$ cat src/rtl/alu_exec_unit.sv
// Execute-stage ALU with integrated control decode, valid/ready handshake and registered result.
// Define ALU_EXEC_MUL_EN to build in the iterative shift-add multiplier (MUL state); otherwise MUL decodes as illegal.
module alu_exec_unit #(
  parameter int WIDTH   = 16,
  parameter int SHAMT_W = $clog2(WIDTH)
) (
  input  logic             clk,
  input  logic             rst_n,
  input  logic             in_valid,
  output logic             in_ready,
  input  logic [1:0]       alu_op,
  input  logic [3:0]       funct,
  input  logic [3:0]       opcode,
  input  logic [WIDTH-1:0] op_a,
  input  logic [WIDTH-1:0] op_b,
  output logic             out_valid,
  input  logic             out_ready,
  output logic [WIDTH-1:0] result,
  output logic [3:0]       alu_ctrl,
  output logic             zero,
  output logic             illegal
);

  typedef enum logic [3:0] {
    C_AND = 4'b0000,
    C_OR  = 4'b0001,
    C_ADD = 4'b0010,
    C_SLT = 4'b0011,
    C_MUL = 4'b0100,
    C_XOR = 4'b0101,
    C_SLL = 4'b0110,
    C_SUB = 4'b1010,
    C_ILL = 4'b1111
  } ctrl_e;

`ifdef ALU_EXEC_MUL_EN
  localparam bit MUL_EN = 1'b1;
`else
  localparam bit MUL_EN = 1'b0;
`endif

  ctrl_e            dec_ctrl;
  logic [WIDTH-1:0] dec_res;
  logic             accept;
  logic             busy;
  logic             mul_done;
  logic [WIDTH-1:0] mul_prod;

  assign in_ready = !busy && (!out_valid || out_ready);
  assign accept   = in_valid && in_ready;

  always_comb begin
    dec_ctrl = C_ILL;
    case (alu_op)
      2'b00: dec_ctrl = C_ADD;
      2'b01: dec_ctrl = C_SUB;
      2'b10: begin
        case (funct)
          4'b0000: dec_ctrl = C_AND;
          4'b0001: dec_ctrl = C_OR;
          4'b0010: dec_ctrl = C_ADD;
          4'b0011: dec_ctrl = C_SUB;
          4'b0100: dec_ctrl = C_SLT;
          4'b0110: dec_ctrl = C_XOR;
          4'b0111: dec_ctrl = C_SLL;
          default: dec_ctrl = C_ILL;
        endcase
      end
      default: if (MUL_EN && opcode == 4'b0110) dec_ctrl = C_MUL;
    endcase
  end

  always_comb begin
    dec_res = '0;
    case (dec_ctrl)
      C_AND:   dec_res = op_a & op_b;
      C_OR:    dec_res = op_a | op_b;
      C_ADD:   dec_res = op_a + op_b;
      C_SUB:   dec_res = op_a - op_b;
      C_SLT:   dec_res = {{(WIDTH-1){1'b0}}, ($signed(op_a) < $signed(op_b))};
      C_XOR:   dec_res = op_a ^ op_b;
      C_SLL:   dec_res = op_a << op_b[SHAMT_W-1:0];
      default: dec_res = '0;
    endcase
  end

`ifdef ALU_EXEC_MUL_EN
  typedef enum logic {S_IDLE, S_MUL} state_e;

  state_e             state, state_nxt;
  logic [WIDTH-1:0]   mcand, mplier, acc;
  logic [SHAMT_W-1:0] cnt;

  always_comb begin
    state_nxt = state;
    case (state)
      S_IDLE:  if (accept && dec_ctrl == C_MUL) state_nxt = S_MUL;
      S_MUL:   if (mul_done) state_nxt = S_IDLE;
      default: state_nxt = S_IDLE;
    endcase
  end

  assign busy     = (state == S_MUL);
  assign mul_done = busy && (cnt == SHAMT_W'(WIDTH-1));
  // Multiplicand walks left while the multiplier walks right, so bit 0 always gates the add.
  assign mul_prod = acc + ({WIDTH{mplier[0]}} & mcand);

  always_ff @(posedge clk or negedge rst_n) begin
    if (!rst_n) begin
      state  <= S_IDLE;
      cnt    <= '0;
      acc    <= '0;
      mcand  <= '0;
      mplier <= '0;
    end else begin
      state <= state_nxt;
      if (busy) begin
        acc    <= mul_prod;
        mcand  <= mcand << 1;
        mplier <= mplier >> 1;
        cnt    <= cnt + 1'b1;
      end else if (accept && dec_ctrl == C_MUL) begin
        acc    <= '0;
        mcand  <= op_a;
        mplier <= op_b;
        cnt    <= '0;
      end
    end
  end
`else
  assign busy     = 1'b0;
  assign mul_done = 1'b0;
  assign mul_prod = '0;
`endif

  always_ff @(posedge clk or negedge rst_n) begin
    if (!rst_n) begin
      out_valid <= 1'b0;
      result    <= '0;
      alu_ctrl  <= '0;
      zero      <= 1'b0;
      illegal   <= 1'b0;
    end else if (mul_done) begin
      out_valid <= 1'b1;
      result    <= mul_prod;
      alu_ctrl  <= C_MUL;
      zero      <= (mul_prod == '0);
      illegal   <= 1'b0;
    end else if (accept && dec_ctrl != C_MUL) begin
      out_valid <= 1'b1;
      result    <= dec_res;
      alu_ctrl  <= dec_ctrl;
      zero      <= (dec_res == '0);
      illegal   <= (dec_ctrl == C_ILL);
    end else if (out_ready || accept) begin
      // Drained, or a MUL was accepted: nothing valid until the product lands.
      out_valid <= 1'b0;
    end
  end

endmodule

$ cat config.mk
export PLATFORM = sky130hd
export DESIGN_NAME = alu_exec_unit
export DESIGN_NICKNAME = d
export VERILOG_FILES = /design/src/rtl/alu_exec_unit.sv
export SDC_FILE = /design/constraint.sdc
export NUM_CORES = 1
export LEC_CHECK = 0
export ABC_AREA = 0
export CAP_MARGIN = 20
export CORE_ASPECT_RATIO = 1.25
export CORE_MARGIN = 4
export CORE_UTILIZATION = 51
export DETAILED_ROUTE_END_ITERATION = 8
export PLACE_DENSITY = 0.8
export RECOVER_POWER = 50
export SYNTH_ARGS = -nofsm -noshare
export SYNTH_HDL_FRONTEND = slang
export SYNTH_SLANG_ARGS = --single-unit
$ cat constraint.sdc
create_clock -name clk -period 1.5 [get_ports clk]
set_clock_uncertainty 0.05 [all_clocks]
set_input_delay 0.225 -clock clk [delete_from_list [all_inputs] [get_ports clk]]
set_output_delay 0.225 -clock clk [all_outputs]
set_load 0.005 [all_outputs]
==> results of run 1 <==
## stage by stage
step | setup TNS (ns) | cell area [µm²] | util, % | hold slack (ns)
CTS | -9.39 | 7920 | 94.5 | 0.260
detailed placement | -25.58 | 6610 | 78.9 | 0.422
global placement | -24.06 | 6610 | 78.9 | 0.410
floorplan | -9.09 | 4640 | - | -0.121
## repair_timing
item	4_1_cts
pin swaps	88
setup endpoints to repair	19
cloned	1
gates resized for setup	348
setup buffers	55
## cells by family after synthesis
family | count (synthesis)
simple gates | 189
compound gates | 168
buf+inv | 82
fa+ha+maj | 51
mux | 33
flops | 23
xor+xnor | 9
## synthesized netlist by cell type, drive strengths merged, types with 3 or more instances
cell      n  share of area (%)
and2      3               0.48
o32ai     3               0.59
nor2     46                4.1
xnor2     8                1.6
nor2b    10                1.4
nand3    13                1.5
o221ai    4               0.79
and3      4               0.56
o2111ai   4               0.93
nand2    53                4.5
mux4      5                2.5
a2111oi   4               0.99
buf      22                4.2
o21a      5               0.85
a221oi   12                3.1
a22oi     6                1.0
mux2      6                1.6
mux2i    22                5.0
a222oi    4               0.90
inv      46                3.9
dfrtp    23                 13
nand4     4               0.56
o21bai    3               0.51
nor3     21                3.2
nor4      8                1.3
a211oi    7                1.4
a21oi    26                3.4
clkbuf   12                1.5
ha       49                 14
o21ai    38                4.5
nand2b   11                1.7
o2bb2ai   4               0.79
a21o      9                1.5
a31oi     5               0.70
o211a     3               0.68
or4       3               0.59
o211ai    5               0.85
a221o     7                1.6
==> flow_summary.ini, run 1 <==
[synthesis]
yosys.area_share.simple_pct = 22.6
postSynth.asyncResetShare_pct = 100
synth_edf_count = 0
synth_compound_area_share_pct = 29.1
netlist_area_um2 = 4440
ys_seq_area_share_pct = 13.0
synthCells = 555
synth_nets = 652
synth_top_family_by_area = compound AO/OA/AOI/OAI gates
synth.area.mux_share_pct = 9.11
dominantRegCellSynth = dfrtp_1
post_synth_num_cell_types = 91
yosys.area_share.adder_pct = 14.7
synth.ff_latch_count = 23
synthXorXnorAreaFrac_pct = 1.78
yosys_warnings = 0
avgSynthCellArea_um2 = 8.00

[global_route]
grt_max_degree = 38

[clocking]
cts_buffers = 3
cts_max_level = 1
clock_sinks = 23
cts_hold_buf = 0
cts_root_buffer = clkbuf_8
cts_buffer_depth = 2

[place]
place_congestion = 1.01
dp.cells = 897
port_buffers = 65
dp_hpwl_um = 14500
place_ws_ns = -1.86

[timing]
crit_endpoint = zero$_DFFE_PN0P_/D
worst_endpoint_kind = register input

[status]
haltStage = global routing
status = did not finish
first-error = [ERROR DPL-0038] Utilization greater than 100%, impossible to legalize

[floorplan]
dieHeight_um = 112
ios = 70
die_x_um = 91.4
row_count = 37
start_util_pct = 53.0
==> inputs of run 2 (changes only) <==
- CORE_ASPECT_RATIO: 1.25 -> unset
- CORE_UTILIZATION: 51 -> 40
- PLACE_DENSITY: 0.8 -> unset
- PLACE_DENSITY_LB_ADDON: unset -> 0.15
- clock period: 1.5 -> 2 ns (I/O delays scaled with it)
==> run 2 against run 1 <==
The flow now finishes, with violations (setup timing). Synthesized cell count stayed put. Area after synthesis is the same.
==> flow_summary.ini, run 2 <==
[status]
status = complete, but fails checks
violations = setup timing

[synthesis]
avgSynthCellArea_um2 = 8.00
synth_top_area_share_pct = 13.8
yosys_warnings = 0
synth.ff_latch_count = 23
netlist_area_um2 = 4440
synthCells = 555
synth_area_leaders = ha_1 14%, dfrtp_1 13%, mux2i_1 5.0%
yosysTopAreaCell = ha_1
post_synth_num_cell_types = 91
yosysMostFrequentCell = nand2_1
dominantRegCellSynth = dfrtp_1
synth_edf_count = 0
postSynth.asyncResetShare_pct = 100
ys_top_cells_by_count = 52 x nand2_1, 49 x ha_1, 45 x inv_1
ys_seq_area_share_pct = 13.0
synth_nets = 652

[layout]
utilization_pct = 77.6
syn2layout_area_growth_pct = 89.7
nets = 967
drive_gt1_share_pct = 57.1
antenna_cells = 0
reg_top3 = result x16, alu_ctrl x4
top_register = result
fillers = 725
largest_reg_flops = 16
layout_commonest_cell = buf_4
final_cell_area_um2 = 8420
layout_common_cells = 234 x buf_4, 49 x nand2_1, 44 x buf_6

[place]
place_congestion = 0.964
dp_hpwl_um = 15200
place_ws_ns = -1.51
dpl-instance-area_um2 = 6760
port_buffers = 65

[floorplan]
start_util_pct = 40.9
die_area_um2 = 12800
dieHeight_um = 113
die_x_um = 113
core-area_um2 = 10800
ios = 70
row_count = 38

[worst_setup_path]
cp_max_fo = 3
cp.required_ns = 2.10
cp-start-kind = input port
cp-end-kind = flop
critPathKind = input port to flop
cp.arrival_ns = 2.72

[power_and_ir_drop]
powerDensity_nw_per_um2 = 381
p_leak_nw = 3.76
peakVddDrop_uv = 340

[route]
num_vias = 5909
wl_per_cell_um = 20.6
wl_met2_um = 10200
avgViaCountPerCell = 5.86
drc_errors = 0
ant_nets = 0
top_layer = met4
routedLengthMet1_um = 8080
wl_met3_um = 1650
drt_pre_antenna_iters = 5
wirelength_um = 20700
drtIter0Drc = 599

[clocking]
cts_buffer_depth = 2
cts_max_level = 1
clkTransAtPathRegs_ns = 0.08
tritoncts = yes
cts_root_buffer = clkbuf_8
clock_sinks = 23
cts_buffers = 3
clk_latency_ns = 0.25

[global_route]
antenna_found_initial = 0
grt_pass1_vias = 5824
grt_max_degree = 38
grt_usage_pct = 30.1
grt_overflow = 0
grt_pass1_wl_um = 30900

[job]
maxCapViolCount = 0

[hold_path]
worstHoldPathType = flop to flop

[timing]
worstMarginPinSlew_ns = 1.24
period_share_pct = 131
slew_viol_final = 0
period_needed_ns = 2.61
holdWs_ns = 0.433
fmax_mhz = 383
timing.final.ws_setup_ns = -0.612
setup_viol = 14
rsz0062_at_grt = yes
max_slew_margin_pct = 17.1
hold_violations = 0
-- run 2: layout make-up --
cell class / count / area (µm²) / area share (%)
multi-input combinational: 450 / 4430 / 52.7
tap: 140 / 175 / 2.08
inverter: 48 / 225 / 2.68
timing repair buffer: 344 / 2960 / 35.2
sequential: 23 / 576 / 6.84
clock buffer: 4 / 45.0 / 0.535
-- run 2: repair_timing --
| item | CTS | global route |
|---|---|---|
| pin swaps | 76 | 53 |
| cloned | 1 | 0 |
| buffers inserted | 50 | 26 |
| setup endpoints to repair | 17 | 17 |
| hold buffers | 0 | 0 |
| resized for setup | 288 | 95 |
-- run 2: layer usage --
metal | up-vias | global-route usage (%)
met5 | - | 0
met4 | 0 | 10.3
met3 | 81 | 4.49
met2 | 321 | 52.3
met1 | 2811 | 38.0
li1 | 2696 | -
-- run 2: critical path, stage by stage --
cell	delay (ns)
buf_8	0.08
inv_6	0.03
ha_4	0.26
nor3_4	0.30
o31ai_4	0.12
a211oi_4	0.32
nor2_2	0.07
o41ai_2	0.41
mux2_4	0.34
a21oi_2	0.13
o21ai_2	0.08
mux2_4	0.27
-- run 2: power breakdown --
| group | switching, mW | internal (mW) |
|---|---|---|
| Clock | 0.143 | 0.142 |
| Sequential | 0.0440 | 0.543 |
| Combinational | 1.10 | 1.24 |
-- run 2: per-stage QoR --
step                      power, mW  instances  TNS (ns)
final                          3.21       1009     -4.30
after global routing           3.38       1009     -5.02
after CTS                      2.96        988     -3.66
after detailed placement       2.36        938    -18.47
after global placement         2.33        938    -17.90
after floorplan                1.44        555     -2.59
-- run 2: worst paths after layout --
check,from,end,slack [ns],cells after the start
setup / recovery,op_a[2],result[15],-0.61,12
hold / removal,result[1],result[1],0.43,2
setup reg to reg,out_valid,zero,-0.06,9
hold reg to reg,result[1],result[1],0.43,2
max in group asynchronous,rst_n,result[5],0.40,2
min in group asynchronous,rst_n,result[6],0.77,2
-- run 2: logic make-up (layout without fill, tap and decap cells) --
kind of cell | after synthesis | in the layout | share of synthesized area, %
flops | 23 | 23 | 13.0
mux | 33 | 33 | 9.11
buf+inv | 82 | 396 | 9.70
xor+xnor | 9 | 9 | 1.78
compound gates | 168 | 168 | 29.1
fa+ha+maj | 51 | 51 | 14.7
simple gates | 189 | 189 | 22.6
Power figures use the tool's default switching activity.
==> inputs of run 3 (changes only) <==
- GPL_ROUTABILITY_DRIVEN: unset -> 1
- HOLD_SLACK_MARGIN: unset -> 0.1
- clock period: 2 -> 2.4 ns (I/O delays scaled with it)
==> run 3 against run 2 <==
The run still ends with setup timing left. Total power fell by 23%. Die area stayed put. Register-to-register slack improved by 0.49 ns. Via count decreased by 6.4%. First-iteration DRC count down 39%. Count of clock-buffer cells in the layout down 1. Combinational power fell by 26%. Sequential power is 17% lower. Global-route usage is 1.3 points lower. Largest cell class unchanged. Largest power group unchanged. Highest routed layer unchanged.
==> flow_summary.ini, run 3 (same netlist as run 2, synthesis figures left out) <==
[route]
drt_pre_antenna_iters = 5
wl_per_cell_um = 19.0
avgViaCountPerCell = 5.66
ant_nets = 0
drc_errors = 0
wirelength_um = 18600
num_vias = 5532
drtIter0Drc = 365

[global_route]
grt_pass1_vias = 5670
grt_overflow = 0
antenna_found_initial = 0
grt_usage_pct = 28.8
grt_pass1_wl_um = 29200
grt_max_degree = 38

[floorplan]
start_util_pct = 40.9
core-area_um2 = 10800
die_x_um = 113
row_count = 38
dieHeight_um = 113
die_area_um2 = 12800
ios = 70

[layout]
layout_commonest_cell = buf_4
nets = 936
top_register = result
final_cell_area_um2 = 7680
fillers = 865
largest_reg_flops = 16
reg_top3 = result x16, alu_ctrl x4
antenna_cells = 0
drive_gt1_share_pct = 49.0
stdcell_count = 978
layout_common_cells = 229 x buf_4, 51 x nand2_1, 41 x nor2_1
syn2layout_area_growth_pct = 73.0

[place]
place_congestion = 0.985
dpl-instance-area_um2 = 6670
dp_hpwl_um = 15000
port_buffers = 65
dp.cells = 937

[worst_setup_path]
critPathKind = input port to flop
cp-start-kind = input port
reg2reg_from = out_valid
cp.arrival_ns = 2.78
cp_max_fo = 3
crit_start = op_b[4]
worst-r2r-setup-slack_ns = 0.43
cp.required_ns = 2.51
cp-end-kind = flop
reg2reg_to = zero
r2r_cells = 9

[clocking]
cts_buffers = 3
cts_root_buffer = clkbuf_8
cts_buffer_depth = 2
clock_sinks = 23
tritoncts = yes
clk_latency_ns = 0.27
clkTransAtPathRegs_ns = 0.09
cts_hold_buf = 0
cts_max_level = 1

[power_and_ir_drop]
power_frac_comb_pct = 69.9
swShare_pct = 39.9
powerDensity_nw_per_um2 = 321
p_seq_share_pct = 19.7
p_total_mw = 2.47
peakVddDrop_uv = 221
switching_power_uw = 984
clockPowerShare_pct = 10.4
p_int_mw = 1.48
p_leak_nw = 3.48

[hold_path]
whs_path_depth = 2
worstHoldPathType = flop to flop
hp-start = result[7]
hold_path_end = result[7]

[timing]
slew_viol_final = 0
period_needed_ns = 2.67
hold_violations = 0
timing.final.ws_setup_ns = -0.274
fmax_mhz = 374
setup_tns_ns = -0.994
period_share_pct = 111
rsz0062_at_grt = yes
setup_viol = 8
max_slew_margin_pct = 9.21
holdWs_ns = 0.440
worstMarginPinSlew_ns = 1.36

[status]
status = complete, but fails checks
violations = setup timing

[job]
maxCapViolCount = 0
-- run 3: cell types whose count changed in the layout (fill, tap and decap cells not counted), sizes merged --
cell | previous run | this run
dlymetal6s2s | 1 | 0
clkbuf | 7 | 9
dlygate4sd3 | 2 | 4
buf | 302 | 260
dlygate4sd2 | 4 | 10
clkinv | 2 | 3
clkdlybuf4s50 | 29 | 30
-- run 3: how the worst max path moves through the flow --
stage / cells after the start / end
after floorplan: 13 / result[15]
after global placement: 13 / zero
after detailed placement: 13 / zero
after CTS: 13 / zero
after global routing: 13 / zero
final: 12 / result[15]
-- run 3: final cells by class --
| cell class | count | area [µm²] | share of cell area, % |
|---|---|---|---|
| Sequential cell | 23 | 576 | 7.50 |
| Clock buffer | 3 | 41.3 | 0.538 |
| Timing Repair Buffer | 313 | 2590 | 33.8 |
| Tap cell | 140 | 175 | 2.28 |
| Inverter | 48 | 215 | 2.80 |
| Clock inverter | 1 | 5.00 | 0.0652 |
| Multi-Input combinational cell | 450 | 4070 | 53.0 |
-- run 3: timing repair --
item                       CTS  global route
setup buffers               33             8
hold endpoints to repair     0             0
pin swaps                   49            14
gates resized for setup    226            36
setup endpoints to repair   16            10
-- run 3: layer usage --
metal / vias to the layer above / track usage (%) / wire length [µm]
li1: 2637 / - / -
met1: 2643 / 35.3 / 7660
met2: 205 / 51.7 / 9220
met3: 47 / 4.01 / 1090
met4: 0 / 9.38 / 599
met5: - / 0 / 0
-- run 3: through the flow --
| step | setup WS (ns) | util, % |
|---|---|---|
| after floorplan | -0.422 | - |
| after CTS | -0.248 | 69.3 |
| final | -0.274 | 70.8 |
| after detailed placement | -1.46 | 61.6 |
| after global placement | -1.50 | 61.6 |
| after global routing | -0.360 | 70.8 |
-- run 3: power groups by stage --
stage	logic, mW	clock network (mW)	registers (mW)
final	1.72	0.256	0.487
after global routing	1.84	0.290	0.498
after CTS	1.65	0.267	0.488
after detailed placement	1.44	0	0.495
after global placement	1.43	0	0.490
after floorplan	0.684	0	0.498
-- run 3: critical path, cell delays in order --
cell and delay (ns):
buf_6 0.10, inv_4 0.06, ha_4 0.22, nor3b_4 0.32, nor4_4 0.08, a211oi_4 0.38, nor2_4 0.09, o41ai_4 0.34
mux2_4 0.36, a21oi_4 0.14, o21ai_2 0.07, mux2_4 0.26
